[config.mk]
export PLATFORM = sky130hd
export DESIGN_NAME = contador_bits_param_flat
export DESIGN_NICKNAME = d
export VERILOG_FILES = /design/src/rtl/contador_bits_param_if.sv /design/src/rtl/contador_bits_param.sv /design/src/flat_wrapper.sv
export SDC_FILE = /design/constraint.sdc
export NUM_CORES = 1
export LEC_CHECK = 0
export ABC_CLOCK_PERIOD_IN_PS = 3800
export BUFFER_PORTS_ARGS = -buffer_cell sky130_fd_sc_hd__buf_2
export CAP_MARGIN = 30
export CORE_ASPECT_RATIO = 1.75
export CORE_MARGIN = 2
export CORE_UTILIZATION = 54
export CTS_CLUSTER_SIZE = 20
export DETAILED_ROUTE_END_ITERATION = 16
export PLACE_DENSITY_LB_ADDON = 0.05
export SYNTH_ARGS = -nofsm -noshare
export SYNTH_HDL_FRONTEND = slang
export SYNTH_SLANG_ARGS = --single-unit
[constraint.sdc]
create_clock -name clk -period 3.8 [get_ports clk]
set_input_delay 0.38 -clock clk [delete_from_list [all_inputs] [get_ports clk]]
set_output_delay 0.38 -clock clk [all_outputs]
set_load 0.05 [all_outputs]
[src/rtl/contador_bits_param_if.sv]
// Handshake and data bundle between a requester and the bit counter.
interface contador_bits_param_if #(
  parameter int unsigned WIDTH = 16,
  parameter int unsigned CNT_W = $clog2(WIDTH + 1)
);
  logic             start;
  logic             mode;
  logic [WIDTH-1:0] data_in;
  logic             busy;
  logic             done;
  logic [CNT_W-1:0] result;
  logic             zero_word;

  // Requester side: issues counts and observes status/result.
  modport master (
    output start, mode, data_in,
    input  busy, done, result, zero_word
  );

  // Counter side.
  modport slave (
    input  start, mode, data_in,
    output busy, done, result, zero_word
  );
endinterface

[src/rtl/contador_bits_param.sv]
// Population counter: scans a WIDTH-bit word LSB-first, ending as soon as no
// target bits remain. Counts 1s (mode=0) or 0s (mode=1).
module contador_bits_param #(
  parameter int unsigned WIDTH = 16,
  parameter int unsigned CNT_W = $clog2(WIDTH + 1)
) (
  input logic                  clk,
  input logic                  reset,
  contador_bits_param_if.slave bus
);

  typedef enum logic [1:0] {
    IDLE = 2'd0,
    SCAN = 2'd1,
    DONE = 2'd2
  } state_t;

  state_t           state_q, state_d;
  logic [WIDTH-1:0] shreg_q, shreg_d;
  logic [CNT_W-1:0] acc_q, acc_d;
  logic [CNT_W-1:0] result_q, result_d;
  logic             zero_q, zero_d;
  logic             busy_q, done_q;

  // Next-state, datapath and result update.
  always_comb begin
    state_d  = state_q;
    shreg_d  = shreg_q;
    acc_d    = acc_q;
    result_d = result_q;
    zero_d   = zero_q;
    unique case (state_q)
      IDLE: begin
        if (bus.start) begin
          shreg_d = bus.mode ? ~bus.data_in : bus.data_in;
          acc_d   = '0;
          state_d = SCAN;
        end
      end
      SCAN: begin
        if (shreg_q == '0) begin
          // Result publishes only here, so partial counts never appear.
          result_d = acc_q;
          zero_d   = (acc_q == '0);
          state_d  = DONE;
        end else begin
          acc_d   = acc_q + CNT_W'(shreg_q[0]);
          shreg_d = {1'b0, shreg_q[WIDTH-1:1]};
        end
      end
      DONE: begin
        state_d = IDLE;
      end
      default: begin
        state_d = IDLE;
      end
    endcase
  end

  // State and datapath registers; busy/done registered from the next state.
  always_ff @(posedge clk or negedge reset) begin
    if (!reset) begin
      state_q  <= IDLE;
      shreg_q  <= '0;
      acc_q    <= '0;
      result_q <= '0;
      zero_q   <= 1'b0;
      busy_q   <= 1'b0;
      done_q   <= 1'b0;
    end else begin
      state_q  <= state_d;
      shreg_q  <= shreg_d;
      acc_q    <= acc_d;
      result_q <= result_d;
      zero_q   <= zero_d;
      busy_q   <= (state_d != IDLE);
      done_q   <= (state_d == DONE);
    end
  end

  assign bus.busy      = busy_q;
  assign bus.done      = done_q;
  assign bus.result    = result_q;
  assign bus.zero_word = zero_q;

endmodule

[src/flat_wrapper.sv]
// flat-port wrapper written by rule: the top's interface ports become plain ports
module contador_bits_param_flat 
#(
  parameter int unsigned WIDTH = 16,
  parameter int unsigned CNT_W = $clog2(WIDTH + 1)
)
  (clk, reset, bus_start, bus_mode, bus_data_in, bus_busy, bus_done, bus_result, bus_zero_word);
  contador_bits_param_if #(.WIDTH(WIDTH), .CNT_W(CNT_W)) bus_i ();
  input logic clk;
  input logic reset;
  input wire logic [$bits(bus_i.start)-1:0] bus_start;
  input wire logic [$bits(bus_i.mode)-1:0] bus_mode;
  input wire logic [$bits(bus_i.data_in)-1:0] bus_data_in;
  output wire logic [$bits(bus_i.busy)-1:0] bus_busy;
  output wire logic [$bits(bus_i.done)-1:0] bus_done;
  output wire logic [$bits(bus_i.result)-1:0] bus_result;
  output wire logic [$bits(bus_i.zero_word)-1:0] bus_zero_word;
  assign bus_i.start = bus_start;
  assign bus_i.mode = bus_mode;
  assign bus_i.data_in = bus_data_in;
  assign bus_busy = bus_i.busy;
  assign bus_done = bus_i.done;
  assign bus_result = bus_i.result;
  assign bus_zero_word = bus_i.zero_word;
  contador_bits_param #(.WIDTH(WIDTH), .CNT_W(CNT_W)) u_core (.clk(clk), .reset(reset), .bus(bus_i));
endmodule
==> report_table.html, run 1 <==
<table>
<tr><th>Metric</th><th>Value</th></tr>
<tr><th colspan="2">Timing</th></tr>
<tr><td>Setup violators final</td><td>0</td></tr>
<tr><td>RSZ-0062 raised after global routing</td><td>false</td></tr>
<tr><td>Final total negative setup slack</td><td>0 ps</td></tr>
<tr><td>Final max-slew violation count</td><td>0</td></tr>
<tr><td>Share of the cycle needed by the critical path after routing</td><td>52.0%</td></tr>
<tr><td>Highest clock rate</td><td>506 MHz</td></tr>
<tr><td>Maximum clock skew at final layout</td><td>between 4 and 5 ps</td></tr>
<tr><td>Worst Max-Slew Pin Slew</td><td>974 ps</td></tr>
<tr><td>Slew Limit Headroom</td><td>35.1%</td></tr>
<tr><td>Final period demand of the worst path</td><td>1980 ps</td></tr>
<tr><td>Worst hold slack after final layout</td><td>~140 ps</td></tr>
<tr><td>Hold Vio Cnt, Final</td><td>0</td></tr>
<tr><th colspan="2">Power and ir drop</th></tr>
<tr><td>IR drop worst, VDD</td><td>~0.38 mV</td></tr>
<tr><td>Clock share of power</td><td>17.1%</td></tr>
<tr><td>Portion of total power attributed to sequential cells</td><td>39.1%</td></tr>
<tr><td>Switching Power</td><td>0.000617 W</td></tr>
<tr><td>Logic pwr share</td><td>43.8%</td></tr>
<tr><td>Internal power component</td><td>0.000867 W</td></tr>
<tr><td>Fraction of power spent switching nets</td><td>41.6%</td></tr>
<tr><td>Power density over the cells</td><td>806 nW/µm²</td></tr>
<tr><td>Leakage power of the design</td><td>0.846 nW</td></tr>
<tr><th colspan="2">Clock tree</th></tr>
<tr><td>Later-pin clock latency in the skew report</td><td>280 ps</td></tr>
<tr><td>Buffer count from post-CTS setup fixing</td><td>0</td></tr>
<tr><td>Clock tree from TritonCTS</td><td>done</td></tr>
<tr><td>Sinks on the clock net</td><td>31</td></tr>
<tr><td>Number of gates resized after CTS</td><td>0</td></tr>
<tr><td>Clock-pin slew of the registers on the worst-case setup and hold paths</td><td>approximately 60 ps</td></tr>
<tr><td>Number of levels the H-tree was split into</td><td>2</td></tr>
<tr><td>Maximum clock path buffer count</td><td>2</td></tr>
<tr><td>CTS root buf</td><td>sky130_fd_sc_hd__clkbuf_8</td></tr>
<tr><td>Cts hold-fix bufs</td><td>0</td></tr>
<tr><td>Number of buffers added by the clock tree synthesis step</td><td>5</td></tr>
<tr><th colspan="2">Die</th></tr>
<tr><td>Vertical die dimension</td><td>approximately 76 µm</td></tr>
<tr><td>Area of the placeable core</td><td>2900 µm²</td></tr>
<tr><td>Die width</td><td>45.4 µm</td></tr>
<tr><td>Overall die area</td><td>around 3500 µm²</td></tr>
<tr><td>Initial Utilization</td><td>55.9%</td></tr>
<tr><td>Number of top-level pins</td><td>28</td></tr>
<tr><td>Number of placement rows</td><td>26</td></tr>
<tr><th colspan="2">Routing</th></tr>
<tr><td>Via count</td><td>1265</td></tr>
<tr><td>Total iterations of the first detailed-routing run</td><td>4</td></tr>
<tr><td>Via density</td><td>5.70</td></tr>
<tr><td>Remaining antenna violation count after routing</td><td>0</td></tr>
<tr><td>Drt first-iter violations</td><td>18</td></tr>
<tr><td>Final wirelength</td><td>3020 µm</td></tr>
<tr><td>Post-route DRC</td><td>0</td></tr>
<tr><td>Mean routed wirelength per cell</td><td>13.6 µm</td></tr>
<tr><th colspan="2">Global routing</th></tr>
<tr><td>Overflow left after global routing</td><td>0</td></tr>
<tr><td>Pin count of the biggest net entering global routing</td><td>35</td></tr>
<tr><td>Number of antenna violations at the first check in global routing</td><td>0</td></tr>
<tr><td>Wire length of the first global-routing pass</td><td>5000 µm</td></tr>
<tr><td>Global-route total usage across every layer</td><td>19.4%</td></tr>
<tr><td>Vias in the first global route</td><td>1179</td></tr>
<tr><th colspan="2">Cells and area</th></tr>
<tr><td>Commonest cells after routing, fill and taps aside</td><td>31 x sky130_fd_sc_hd__dfrtp_1, 27 x sky130_fd_sc_hd__buf_2, 23 x sky130_fd_sc_hd__nor2_1, 18 x sky130_fd_sc_hd__nand2_1, 16 x sky130_fd_sc_hd__xnor2_1</td></tr>
<tr><td>Fraction of the core area covered by cells at the end of the flow</td><td>63.6%</td></tr>
<tr><td>FILL cells</td><td>244</td></tr>
<tr><td>Final Net Count</td><td>about 220</td></tr>
<tr><td>Leading cell type in the layout, fill and taps excluded</td><td>sky130_fd_sc_hd__dfrtp_1</td></tr>
<tr><td>Count of antenna diodes in the layout</td><td>0</td></tr>
<tr><td>Proportion of layout cells with a drive suffix above 1</td><td>a little under a quarter</td></tr>
<tr><td>Area growth, synth to finish</td><td>13.8%</td></tr>
<tr><th colspan="2">Run</th></tr>
<tr><td>Maximum Capacitance Violations</td><td>0</td></tr>
<tr><th colspan="2">Yosys</th></tr>
<tr><td>Primary FF master, synth</td><td>sky130_fd_sc_hd__dfrtp_1</td></tr>
<tr><td>Simple-gate portion of the synthesized area</td><td>18.2%</td></tr>
<tr><td>Adder-cell share of the synthesized area</td><td>1.55%</td></tr>
<tr><td>Ys async rst share</td><td>100%</td></tr>
<tr><td>Number of nets produced by synthesis</td><td>192</td></tr>
<tr><td>Cell count after synthesis</td><td>170</td></tr>
<tr><td>Unique cell type count in the Yosys netlist</td><td>36</td></tr>
<tr><td>Number of flops mapped to enable cells by yosys</td><td>0</td></tr>
<tr><td>Number of storage elements in the synthesis netlist</td><td>31</td></tr>
<tr><td>Synth Area per Inst</td><td>9.52 µm²</td></tr>
<tr><td>Seq/Total Area, Yosys</td><td>48.0%</td></tr>
<tr><td>Post-synthesis xor/xnor area fraction</td><td>8.66%</td></tr>
<tr><td>Mux cell area share after synthesis</td><td>5.57%</td></tr>
<tr><td>Post-synthesis instance area</td><td>1620 µm²</td></tr>
<tr><td>Top cell type by total area after synthesis</td><td>sky130_fd_sc_hd__dfrtp_1</td></tr>
<tr><td>Complex-gate fraction of the synthesized area</td><td>14.2%</td></tr>
<tr><td>Top area cells in the synthesized netlist</td><td>sky130_fd_sc_hd__dfrtp_1 48%, sky130_fd_sc_hd__xnor2_1 8.7%, sky130_fd_sc_hd__mux2_4 5.6%, sky130_fd_sc_hd__nor2_1 5.3%, sky130_fd_sc_hd__a21oi_1 4.6%</td></tr>
<tr><td>Top-area cell type share of the netlist area</td><td>between 40% and 50%</td></tr>
<tr><td>Largest family of logic cells by synthesized area</td><td>simple AND/OR/NAND/NOR gates</td></tr>
<tr><td>Number of synthesis warnings</td><td>0</td></tr>
<tr><th colspan="2">Critical path</th></tr>
<tr><td>WP data arrival</td><td>2190 ps</td></tr>
<tr><td>Endpoint class of the critical path</td><td>register</td></tr>
<tr><td>Crit path kind</td><td>reg -&gt; reg</td></tr>
<tr><td>Data required time of the worst path</td><td>~4000 ps</td></tr>
<tr><td>Top cell family by delay on the critical path</td><td>simple AND/OR/NAND/NOR gates</td></tr>
<tr><td>Critical path, cell by cell</td><td>nor2_1 &gt; or2_1 &gt; inv_2 &gt; o21ai_1 &gt; a221o_1</td></tr>
<tr><td>Crit start category</td><td>register</td></tr>
<tr><td>Maximum fanout encountered on the critical timing path</td><td>34</td></tr>
<tr><td>Standard cell with the maximum stage delay on the critical path</td><td>sky130_fd_sc_hd__or2_1</td></tr>
<tr><td>Buffers &amp; Inverters on Critical Path</td><td>1</td></tr>
<tr><td>Slowest cell delay on critical path</td><td>750 ps</td></tr>
<tr><th colspan="2">Placed design</th></tr>
<tr><td>DPL Wire Length</td><td>~2200 µm</td></tr>
<tr><td>Number of port buffers</td><td>27</td></tr>
<tr><td>GPL Wtd Cong</td><td>0.841</td></tr>
<tr><th colspan="2">Run status</th></tr>
<tr><td>Status</td><td>complete, no violations</td></tr>
<tr><th colspan="2">Min path</th></tr>
<tr><td>Class of the tightest hold or removal check</td><td>in -&gt; async</td></tr>
</table>
stage by stage:
step,worst slack (ps),power [W],area (µm²),std cells
2_1_floorplan,2120,0.00108,1620,170
6_report,1820,0.00148,1840,222
4_1_cts,1840,0.00150,1840,222
3_5_place_dp,1760,0.00124,1750,215
5_1_grt,1610,0.00160,1840,222
3_3_place_gp,1840,0.00120,1740,214
state kept, by name, indices dropped and copies added, names as in the netlist:
signal                flops
u_core.shreg_q           16
u_core.acc_q              5
u_core.bus.result         5
u_core.state_q            2
u_core.bus.busy           1
u_core.bus.done           1
u_core.bus.zero_word      1
cells in the mapped netlist (2+ instances only):
master and number:
sky130_fd_sc_hd__xnor2_1 16, sky130_fd_sc_hd__nor3_1 2, sky130_fd_sc_hd__a21oi_1 15, sky130_fd_sc_hd__inv_1 2, sky130_fd_sc_hd__o21ai_1 6, sky130_fd_sc_hd__nand3_1 3
sky130_fd_sc_hd__dfrtp_1 31, sky130_fd_sc_hd__nand2_1 18, sky130_fd_sc_hd__nor3b_1 2, sky130_fd_sc_hd__mux2_4 6, sky130_fd_sc_hd__ha_1 2, sky130_fd_sc_hd__nor2_1 23
sky130_fd_sc_hd__o21ai_0 10, sky130_fd_sc_hd__clkbuf_1 9, sky130_fd_sc_hd__and3_1 2, sky130_fd_sc_hd__a32o_1 2, sky130_fd_sc_hd__nand4_1 2
per-layer routing:
metal | vias to the layer above | part of all wire [%] | global-route usage [%]
met4 | 0 | 2.0 | 8.82
met2 | 27 | 55 | 34.3
met1 | 601 | 40 | 20.3
met5 | - | 0 | 0
li1 | 630 | - | -
met3 | 7 | 3.2 | 4.27
power groups by stage:
stage,registers (W),clock network (W),logic [W]
after floorplan,0.000648,0,0.000434
after global placement,0.000582,0,0.000621
after detailed placement,0.000586,0,0.000653
after CTS,0.000580,0.000263,0.000656
after global routing,0.000600,0.000276,0.000725
final,0.000581,0.000254,0.000650
area by class of cell:
| type | count | area, µm² | area share (%) |
|---|---|---|---|
| multi-input combinational | 125 | 781 | 42.4 |
| inverter | 3 | 11.3 | 0.612 |
| clock buffer | 6 | 82.6 | 4.49 |
| clock inverter | 1 | 5.00 | 0.272 |
| tap | 28 | 35.0 | 1.90 |
| sequential | 31 | 776 | 42.1 |
| timing repair buffer | 28 | 150 | 8.16 |
path summary, 6_finish.rpt:
kind                                       from                    to  cells after the start  slack (ps)
hold / removal                            reset  u_core.bus.result[2]                      1         140
min in group clk                bus_data_in[15]    u_core.shreg_q[15]                      3         390
setup reg to reg              u_core.state_q[0]       u_core.acc_q[2]                      5        1820
max in group asynchronous                 reset     u_core.state_q[0]                      1        3220
setup / recovery              u_core.state_q[0]       u_core.acc_q[2]                      5        1820
hold reg to reg            u_core.bus.result[1]  u_core.bus.result[1]                      1         510
kinds of logic (layout without fill, tap and decap cells):
logic type / after synthesis / in the layout
DFF: 31 / 31
AOI/OAI and AO/OA: 40 / 40
adders and majority gates: 2 / 2
xor gates and xnor gates: 16 / 16
buffers and inverters: 14 / 38
muxes: 6 / 6
and+or+nand+nor: 61 / 61
Note: power is estimated with default switching activity, not from simulation.
==> inputs of run 2 (changes only) <==
ABC_CLOCK_PERIOD_IN_PS = 1900   (was 3800)
clock period = 1.9 ns   (was 3.8 ns; I/O delays follow)
==> run 2 against run 1 <==
- clock-buffer cell count grew 2
- sequential power grew 100%
- setup slack lost 1700 ps
- sequential share of layout area shrank 0.79 points
- critical path type unchanged
- critical endpoint is now u_core.bus.result[1]
==> report_table.html, run 2 (synthesized netlist as in run 1, its figures left out) <==
<table>
<tr><th>Metric</th><th>Value</th></tr>
<tr><th colspan="2">Cells and area</th></tr>
<tr><td>Proportion of layout cells with a drive suffix above 1</td><td>24.2%</td></tr>
<tr><td>Leading cell type in the layout, fill and taps excluded</td><td>sky130_fd_sc_hd__dfrtp_1</td></tr>
<tr><td>Final Net Count</td><td>219</td></tr>
<tr><td>Flip-flop count of the largest register after layout</td><td>16</td></tr>
<tr><td>Count of antenna diodes in the layout</td><td>0</td></tr>
<tr><td>Area growth, synth to finish</td><td>15.9%</td></tr>
<tr><td>Sequential Area</td><td>776 µm²</td></tr>
<tr><td>Final non-filler cell total</td><td>226</td></tr>
<tr><td>Most flops, register</td><td>u_core.shreg_q</td></tr>
<tr><td>Commonest cells after routing, fill and taps aside</td><td>31 x sky130_fd_sc_hd__dfrtp_1, 27 x sky130_fd_sc_hd__buf_2, 23 x sky130_fd_sc_hd__nor2_1, 18 x sky130_fd_sc_hd__nand2_1, 16 x sky130_fd_sc_hd__xnor2_1</td></tr>
<tr><td>Area used by multi-input combinational logic</td><td>786 µm²</td></tr>
<tr><td>FILL cells</td><td>251</td></tr>
<tr><th colspan="2">Placed design</th></tr>
<tr><td>Number of cells in the design after placement</td><td>217</td></tr>
<tr><td>GPL Wtd Cong</td><td>0.883</td></tr>
<tr><td>DPL Wire Length</td><td>2490 µm</td></tr>
<tr><td>Number of port buffers</td><td>27</td></tr>
<tr><th colspan="2">Timing</th></tr>
<tr><td>Worst Max-Slew Pin Slew</td><td>689 ps</td></tr>
<tr><td>Final max-slew violation count</td><td>0</td></tr>
<tr><td>Highest clock rate</td><td>573 MHz</td></tr>
<tr><td>Hold Vio Cnt, Final</td><td>0</td></tr>
<tr><td>Setup violators final</td><td>0</td></tr>
<tr><td>RSZ-0062 raised after global routing</td><td>false</td></tr>
<tr><td>Final period demand of the worst path</td><td>1750 ps</td></tr>
<tr><td>Share of the cycle needed by the critical path after routing</td><td>about 92%</td></tr>
<tr><td>Slew Limit Headroom</td><td>roughly 54%</td></tr>
<tr><td>Maximum clock skew at final layout</td><td>1.54 ps</td></tr>
<tr><td>Final total negative setup slack</td><td>0 ps</td></tr>
<tr><th colspan="2">Global routing</th></tr>
<tr><td>Met3 track demand over resource in global routing</td><td>5.21%</td></tr>
<tr><td>Overflow left after global routing</td><td>0</td></tr>
<tr><td>Met1 GRT Util</td><td>22.9%</td></tr>
<tr><td>GR peak layer</td><td>met2</td></tr>
<tr><td>Met2 GRT Util</td><td>between 30 and 40%</td></tr>
<tr><td>Vias in the first global route</td><td>1320</td></tr>
<tr><td>Pin count of the biggest net entering global routing</td><td>35</td></tr>
<tr><td>Global-route total usage across every layer</td><td>between 20% and 30%</td></tr>
<tr><td>Wire length of the first global-routing pass</td><td>about 5600 µm</td></tr>
<tr><td>Number of antenna violations at the first check in global routing</td><td>0</td></tr>
<tr><th colspan="2">Routing</th></tr>
<tr><td>Total iterations of the first detailed-routing run</td><td>4</td></tr>
<tr><td>Post-route DRC</td><td>0</td></tr>
<tr><td>Drt first-iter violations</td><td>12</td></tr>
<tr><td>Final wirelength</td><td>roughly 3300 µm</td></tr>
<tr><td>Via density</td><td>roughly 5.6</td></tr>
<tr><td>Mean routed wirelength per cell</td><td>14.7 µm</td></tr>
<tr><td>Via count</td><td>1259</td></tr>
<tr><td>Remaining antenna violation count after routing</td><td>0</td></tr>
<tr><th colspan="2">Power and ir drop</th></tr>
<tr><td>IR drop worst, VDD</td><td>0.894 mV</td></tr>
<tr><td>Power density over the cells</td><td>1630 nW/µm²</td></tr>
<tr><td>Leakage power of the design</td><td>between 0.8 and 0.9 nW</td></tr>
<tr><th colspan="2">Clock tree</th></tr>
<tr><td>Clock-pin slew of the registers on the worst-case setup and hold paths</td><td>60 ps</td></tr>
<tr><td>Later-pin clock latency in the skew report</td><td>280 ps</td></tr>
<tr><td>Sinks on the clock net</td><td>31</td></tr>
<tr><td>Clock tree from TritonCTS</td><td>done</td></tr>
<tr><td>Number of levels the H-tree was split into</td><td>2</td></tr>
<tr><td>Maximum clock path buffer count</td><td>2</td></tr>
<tr><td>CTS root buf</td><td>sky130_fd_sc_hd__clkbuf_8</td></tr>
<tr><td>Buffer count from post-CTS setup fixing</td><td>0</td></tr>
<tr><td>Number of buffers added by the clock tree synthesis step</td><td>5</td></tr>
<tr><th colspan="2">Critical path</th></tr>
<tr><td>Maximum fanout encountered on the critical timing path</td><td>6</td></tr>
<tr><td>Data required time of the worst path</td><td>2060 ps</td></tr>
<tr><td>Slowest cell delay on critical path</td><td>between 400 and 500 ps</td></tr>
<tr><td>Crit path kind</td><td>reg -&gt; reg</td></tr>
<tr><td>Standard cell with the maximum stage delay on the critical path</td><td>sky130_fd_sc_hd__or3_4</td></tr>
<tr><td>Top cell family by delay on the critical path</td><td>simple AND/OR/NAND/NOR gates</td></tr>
<tr><td>Critical path, cell by cell</td><td>nor4_2 &gt; nand3_1 &gt; or3_4 &gt; mux2_4</td></tr>
<tr><td>Buffers &amp; Inverters on Critical Path</td><td>0</td></tr>
<tr><td>Crit start category</td><td>register</td></tr>
<tr><td>WP data arrival</td><td>1910 ps</td></tr>
<tr><td>Endpoint class of the critical path</td><td>register</td></tr>
<tr><th colspan="2">Die</th></tr>
<tr><td>Overall die area</td><td>3470 µm²</td></tr>
<tr><td>Initial Utilization</td><td>55.9%</td></tr>
<tr><td>Number of top-level pins</td><td>28</td></tr>
<tr><td>Vertical die dimension</td><td>76.4 µm</td></tr>
<tr><td>Area of the placeable core</td><td>2900 µm²</td></tr>
<tr><td>Die width</td><td>45.4 µm</td></tr>
<tr><td>Number of placement rows</td><td>26</td></tr>
<tr><th colspan="2">Min path</th></tr>
<tr><td>Class of the tightest hold or removal check</td><td>in -&gt; reg</td></tr>
<tr><th colspan="2">Run status</th></tr>
<tr><td>Status</td><td>complete, no violations</td></tr>
<tr><th colspan="2">Run</th></tr>
<tr><td>Maximum Capacitance Violations</td><td>0</td></tr>
</table>
[run 2: changes by cell type in the layout (fill, tap and decap cells not counted), sizes merged]
cell | before | now
buf | 28 | 30
clkbuf | 6 | 8
clkinv | 1 | 0
dlygate4sd3 | 0 | 1
[run 2: repair_timing]
action,4_1_cts,5_1_grt
hold buffers,1,0
resized for setup,0,1
endpoints found under the hold margin,31,0
endpoints found under the setup margin,0,6
[run 2: worst reg2reg max path, cell delays in order, from the launching register on]
cell	delay, ps
sky130_fd_sc_hd__dfrtp_1	420
sky130_fd_sc_hd__nor4_2	320
sky130_fd_sc_hd__nand3_1	160
sky130_fd_sc_hd__or3_4	430
sky130_fd_sc_hd__mux2_4	320
[run 2: area by class of cell]
type | instances | share of cell area, %
timing repair buffer | 31 | 8.94
multi-input combinational | 125 | 41.9
tap | 28 | 1.87
inverter | 3 | 0.600
clock buffer | 8 | 5.34
sequential | 31 | 41.4
[run 2: path summary, 6_finish.rpt]
kind                                       from  cells after the start                    to  slack [ps]
min                             bus_data_in[15]                      3    u_core.shreg_q[15]         200
max                           u_core.shreg_q[6]                      4  u_core.bus.result[1]         150
min in group asynchronous                 reset                      2       u_core.bus.done         500
max in group asynchronous                 reset                      2  u_core.bus.result[1]         960
max reg2reg                   u_core.shreg_q[6]                      4  u_core.bus.result[1]         150
min reg2reg                u_core.bus.result[3]                      1  u_core.bus.result[3]         510
[run 2: stage by stage]
step                      utilization [%]  power [W]  setup WS [ps]  cell area (µm²)  hold WS [ps]
after global routing                 64.8    0.00330           40.9             1880           201
after global placement               60.8    0.00246           89.2             1760           257
after floorplan                         -    0.00216            216             1620          -106
final                                64.8    0.00306            155             1880           204
after CTS                            64.6    0.00308           42.0             1870           207
after detailed placement             60.8    0.00252           50.1             1760           274
[run 2: metal layers]
layer	part of all wire, %	vias to the layer above
met5	0	-
met4	3.4	0
met3	3.3	11
met2	54	32
met1	39	574
li1	-	642
[run 2: where the power goes]
part	internal (W)	switching [W]	total (W)	leakage [nW]
sequential	0.000920	0.000243	0.00116	0.400
clock	0.000330	0.000233	0.000563	0.0515
combinational	0.000537	0.000798	0.00133	0.412
total	0.00179	0.00127	0.00306	0.863
==> inputs of run 3 (changes only) <==
CORE_UTILIZATION = 55   (was 54)
==> run 3 against run 2 <==
- non-clock buffer count is the same
- via count shrank 0.79%
- final area shrank 0.87%
- sequential cell count is the same
- largest cell class unchanged
- highest routed layer unchanged
==> report_table.html, run 3 (synthesized netlist as in run 1, its figures left out) <==
<table>
<tr><th>Metric</th><th>Value</th></tr>
<tr><th colspan="2">Routing</th></tr>
<tr><td>Total iterations of the first detailed-routing run</td><td>4</td></tr>
<tr><td>Remaining antenna violation count after routing</td><td>0</td></tr>
<tr><td>Final wirelength</td><td>3120 µm</td></tr>
<tr><td>Via density</td><td>5.53</td></tr>
<tr><td>Post-route DRC</td><td>0</td></tr>
<tr><td>Via count</td><td>1249</td></tr>
<tr><td>Mean routed wirelength per cell</td><td>13.8 µm</td></tr>
<tr><td>Drt first-iter violations</td><td>31</td></tr>
<tr><th colspan="2">Critical path</th></tr>
<tr><td>Endpoint class of the critical path</td><td>register</td></tr>
<tr><td>Maximum fanout encountered on the critical timing path</td><td>6</td></tr>
<tr><td>Critical path launch point</td><td>u_core.shreg_q[10]</td></tr>
<tr><td>WP data arrival</td><td>1910 ps</td></tr>
<tr><td>Data required time of the worst path</td><td>2070 ps</td></tr>
<tr><td>Crit start category</td><td>register</td></tr>
<tr><td>Crit path kind</td><td>reg -&gt; reg</td></tr>
<tr><td>Setup slack on the worst flop-to-flop path</td><td>160 ps</td></tr>
<tr><td>R2R Path Start</td><td>u_core.shreg_q[10]</td></tr>
<tr><th colspan="2">Timing</th></tr>
<tr><td>Final max-slew violation count</td><td>0</td></tr>
<tr><td>RSZ-0062 raised after global routing</td><td>false</td></tr>
<tr><td>Slew Limit Headroom</td><td>55.4%</td></tr>
<tr><td>Final period demand of the worst path</td><td>1740 ps</td></tr>
<tr><td>Highest clock rate</td><td>576 MHz</td></tr>
<tr><td>Hold Vio Cnt, Final</td><td>0</td></tr>
<tr><td>Share of the cycle needed by the critical path after routing</td><td>91.4%</td></tr>
<tr><td>Worst hold slack after final layout</td><td>205 ps</td></tr>
<tr><td>Worst Max-Slew Pin Slew</td><td>~670 ps</td></tr>
<tr><td>Setup violators final</td><td>0</td></tr>
<tr><td>Maximum clock skew at final layout</td><td>between 4 and 5 ps</td></tr>
<tr><td>Final total negative setup slack</td><td>0 ps</td></tr>
<tr><th colspan="2">Global routing</th></tr>
<tr><td>Vias in the first global route</td><td>1230</td></tr>
<tr><td>Global-route total usage across every layer</td><td>21.3%</td></tr>
<tr><td>Number of antenna violations at the first check in global routing</td><td>0</td></tr>
<tr><td>Wire length of the first global-routing pass</td><td>roughly 5300 µm</td></tr>
<tr><td>Pin count of the biggest net entering global routing</td><td>35</td></tr>
<tr><td>Overflow left after global routing</td><td>0</td></tr>
<tr><th colspan="2">Power and ir drop</th></tr>
<tr><td>Leakage power of the design</td><td>0.860 nW</td></tr>
<tr><td>Power density over the cells</td><td>between 1500 and 2000 nW/µm²</td></tr>
<tr><td>IR drop worst, VDD</td><td>1.11 mV</td></tr>
<tr><th colspan="2">Placed design</th></tr>
<tr><td>Number of port buffers</td><td>27</td></tr>
<tr><td>DPL Wire Length</td><td>2320 µm</td></tr>
<tr><td>Post-placement cell area</td><td>1760 µm²</td></tr>
<tr><td>GPL Wtd Cong</td><td>0.855</td></tr>
<tr><td>Number of cells in the design after placement</td><td>217</td></tr>
<tr><th colspan="2">Run status</th></tr>
<tr><td>Status</td><td>complete, no violations</td></tr>
<tr><th colspan="2">Clock tree</th></tr>
<tr><td>Later-pin clock latency in the skew report</td><td>approximately 280 ps</td></tr>
<tr><td>Maximum clock path buffer count</td><td>2</td></tr>
<tr><td>CTS root buf</td><td>sky130_fd_sc_hd__clkbuf_8</td></tr>
<tr><td>Buffer count from post-CTS setup fixing</td><td>0</td></tr>
<tr><td>Clock tree from TritonCTS</td><td>done</td></tr>
<tr><td>Number of buffers added by the clock tree synthesis step</td><td>5</td></tr>
<tr><td>Sinks on the clock net</td><td>31</td></tr>
<tr><td>Number of levels the H-tree was split into</td><td>2</td></tr>
<tr><td>Clock-pin slew of the registers on the worst-case setup and hold paths</td><td>~60 ps</td></tr>
<tr><th colspan="2">Cells and area</th></tr>
<tr><td>Flip-flop count of the largest register after layout</td><td>16</td></tr>
<tr><td>Commonest cells after routing, fill and taps aside</td><td>31 x sky130_fd_sc_hd__dfrtp_1, 27 x sky130_fd_sc_hd__buf_2, 23 x sky130_fd_sc_hd__nor2_1, 18 x sky130_fd_sc_hd__nand2_1, 16 x sky130_fd_sc_hd__xnor2_1</td></tr>
<tr><td>Final instance area</td><td>1860 µm²</td></tr>
<tr><td>FILL cells</td><td>250</td></tr>
<tr><td>Count of antenna diodes in the layout</td><td>0</td></tr>
<tr><td>Final non-filler cell total</td><td>roughly 230</td></tr>
<tr><td>Area used by multi-input combinational logic</td><td>786 µm²</td></tr>
<tr><td>Most flops, register</td><td>u_core.shreg_q</td></tr>
<tr><td>Sequential Area</td><td>~780 µm²</td></tr>
<tr><td>Final Net Count</td><td>219</td></tr>
<tr><td>Proportion of layout cells with a drive suffix above 1</td><td>24.7%</td></tr>
<tr><td>Area growth, synth to finish</td><td>14.9%</td></tr>
<tr><td>Leading cell type in the layout, fill and taps excluded</td><td>sky130_fd_sc_hd__dfrtp_1</td></tr>
<tr><th colspan="2">Die</th></tr>
<tr><td>Die width</td><td>45.0 µm</td></tr>
<tr><td>Overall die area</td><td>~3400 µm²</td></tr>
<tr><td>Number of top-level pins</td><td>28</td></tr>
<tr><td>Number of placement rows</td><td>26</td></tr>
<tr><td>Area of the placeable core</td><td>2860 µm²</td></tr>
<tr><td>Initial Utilization</td><td>between 50% and 60%</td></tr>
<tr><td>Vertical die dimension</td><td>75.7 µm</td></tr>
<tr><th colspan="2">Min path</th></tr>
<tr><td>Class of the tightest hold or removal check</td><td>in -&gt; reg</td></tr>
<tr><td>Startpoint of the most critical hold path</td><td>bus_data_in[15]</td></tr>
<tr><th colspan="2">Run</th></tr>
<tr><td>Maximum Capacitance Violations</td><td>0</td></tr>
</table>
run 3: cell types whose count changed in the layout (fill, tap and decap cells not counted), sizes merged:
| cell | before | now |
|---|---|---|
| clkbuf | 8 | 5 |
| clkinv | 0 | 3 |
run 3: worst max-delay path: stages (launching register included):
cell and delay [ps]:
sky130_fd_sc_hd__dfrtp_1 410, sky130_fd_sc_hd__nor4b_2 310, sky130_fd_sc_hd__nand3_1 160, sky130_fd_sc_hd__or3_4 420
sky130_fd_sc_hd__mux2_4 320
run 3: worst paths after layout:
check | to | cells after the start
max in group asynchronous | u_core.shreg_q[0] | 2
worst max register to register | u_core.bus.result[4] | 4
worst min-delay path | u_core.shreg_q[15] | 3
worst max-delay path | u_core.bus.result[4] | 4
min in group asynchronous | u_core.bus.result[2] | 2
worst min register to register | u_core.bus.zero_word | 1
run 3: routing by layer:
metal	part of all wire, %	GRT usage (%)	up-vias
met2	55	37.6	25
met5	0	0	-
met1	41	23.7	577
met3	2.9	4.27	5
li1	-	-	642
met4	1.9	9.80	0
run 3: power breakdown:
| group | internal (W) | leakage, nW | switching, W |
|---|---|---|---|
| clock network | 0.000250 | 0.0477 | 0.000240 |
| registers | 0.000920 | 0.400 | 0.000230 |
| logic | 0.000538 | 0.412 | 0.000798 |
| total | 0.00171 | 0.860 | 0.00127 |
run 3: cell type report:
type	instances	area share, %
Clock buffer	5	3.70
Clock inverter	3	0.808
Inverter	3	0.606
Multi-Input combinational cell	125	42.3
Sequential cell	31	41.7
Tap cell	28	1.88
Timing Repair Buffer	31	9.02
run 3: stage by stage:
step / util, % / power [W] / setup WS (ps)
6_report: 64.9 / 0.00298 / 164
5_1_grt: 64.9 / 0.00322 / 93.1
4_1_cts: 64.8 / 0.00301 / 65.5
3_5_place_dp: 61.5 / 0.00251 / 66.8
3_3_place_gp: 61.5 / 0.00246 / 95.9
2_1_floorplan: - / 0.00216 / 216
run 3: what timing repair did:
action                                 in CTS  in global routing
hold buffers                                1                  0
endpoints found under the hold margin      31                  0
gates resized for setup                     0                  1
setup endpoints to repair                   0                  6
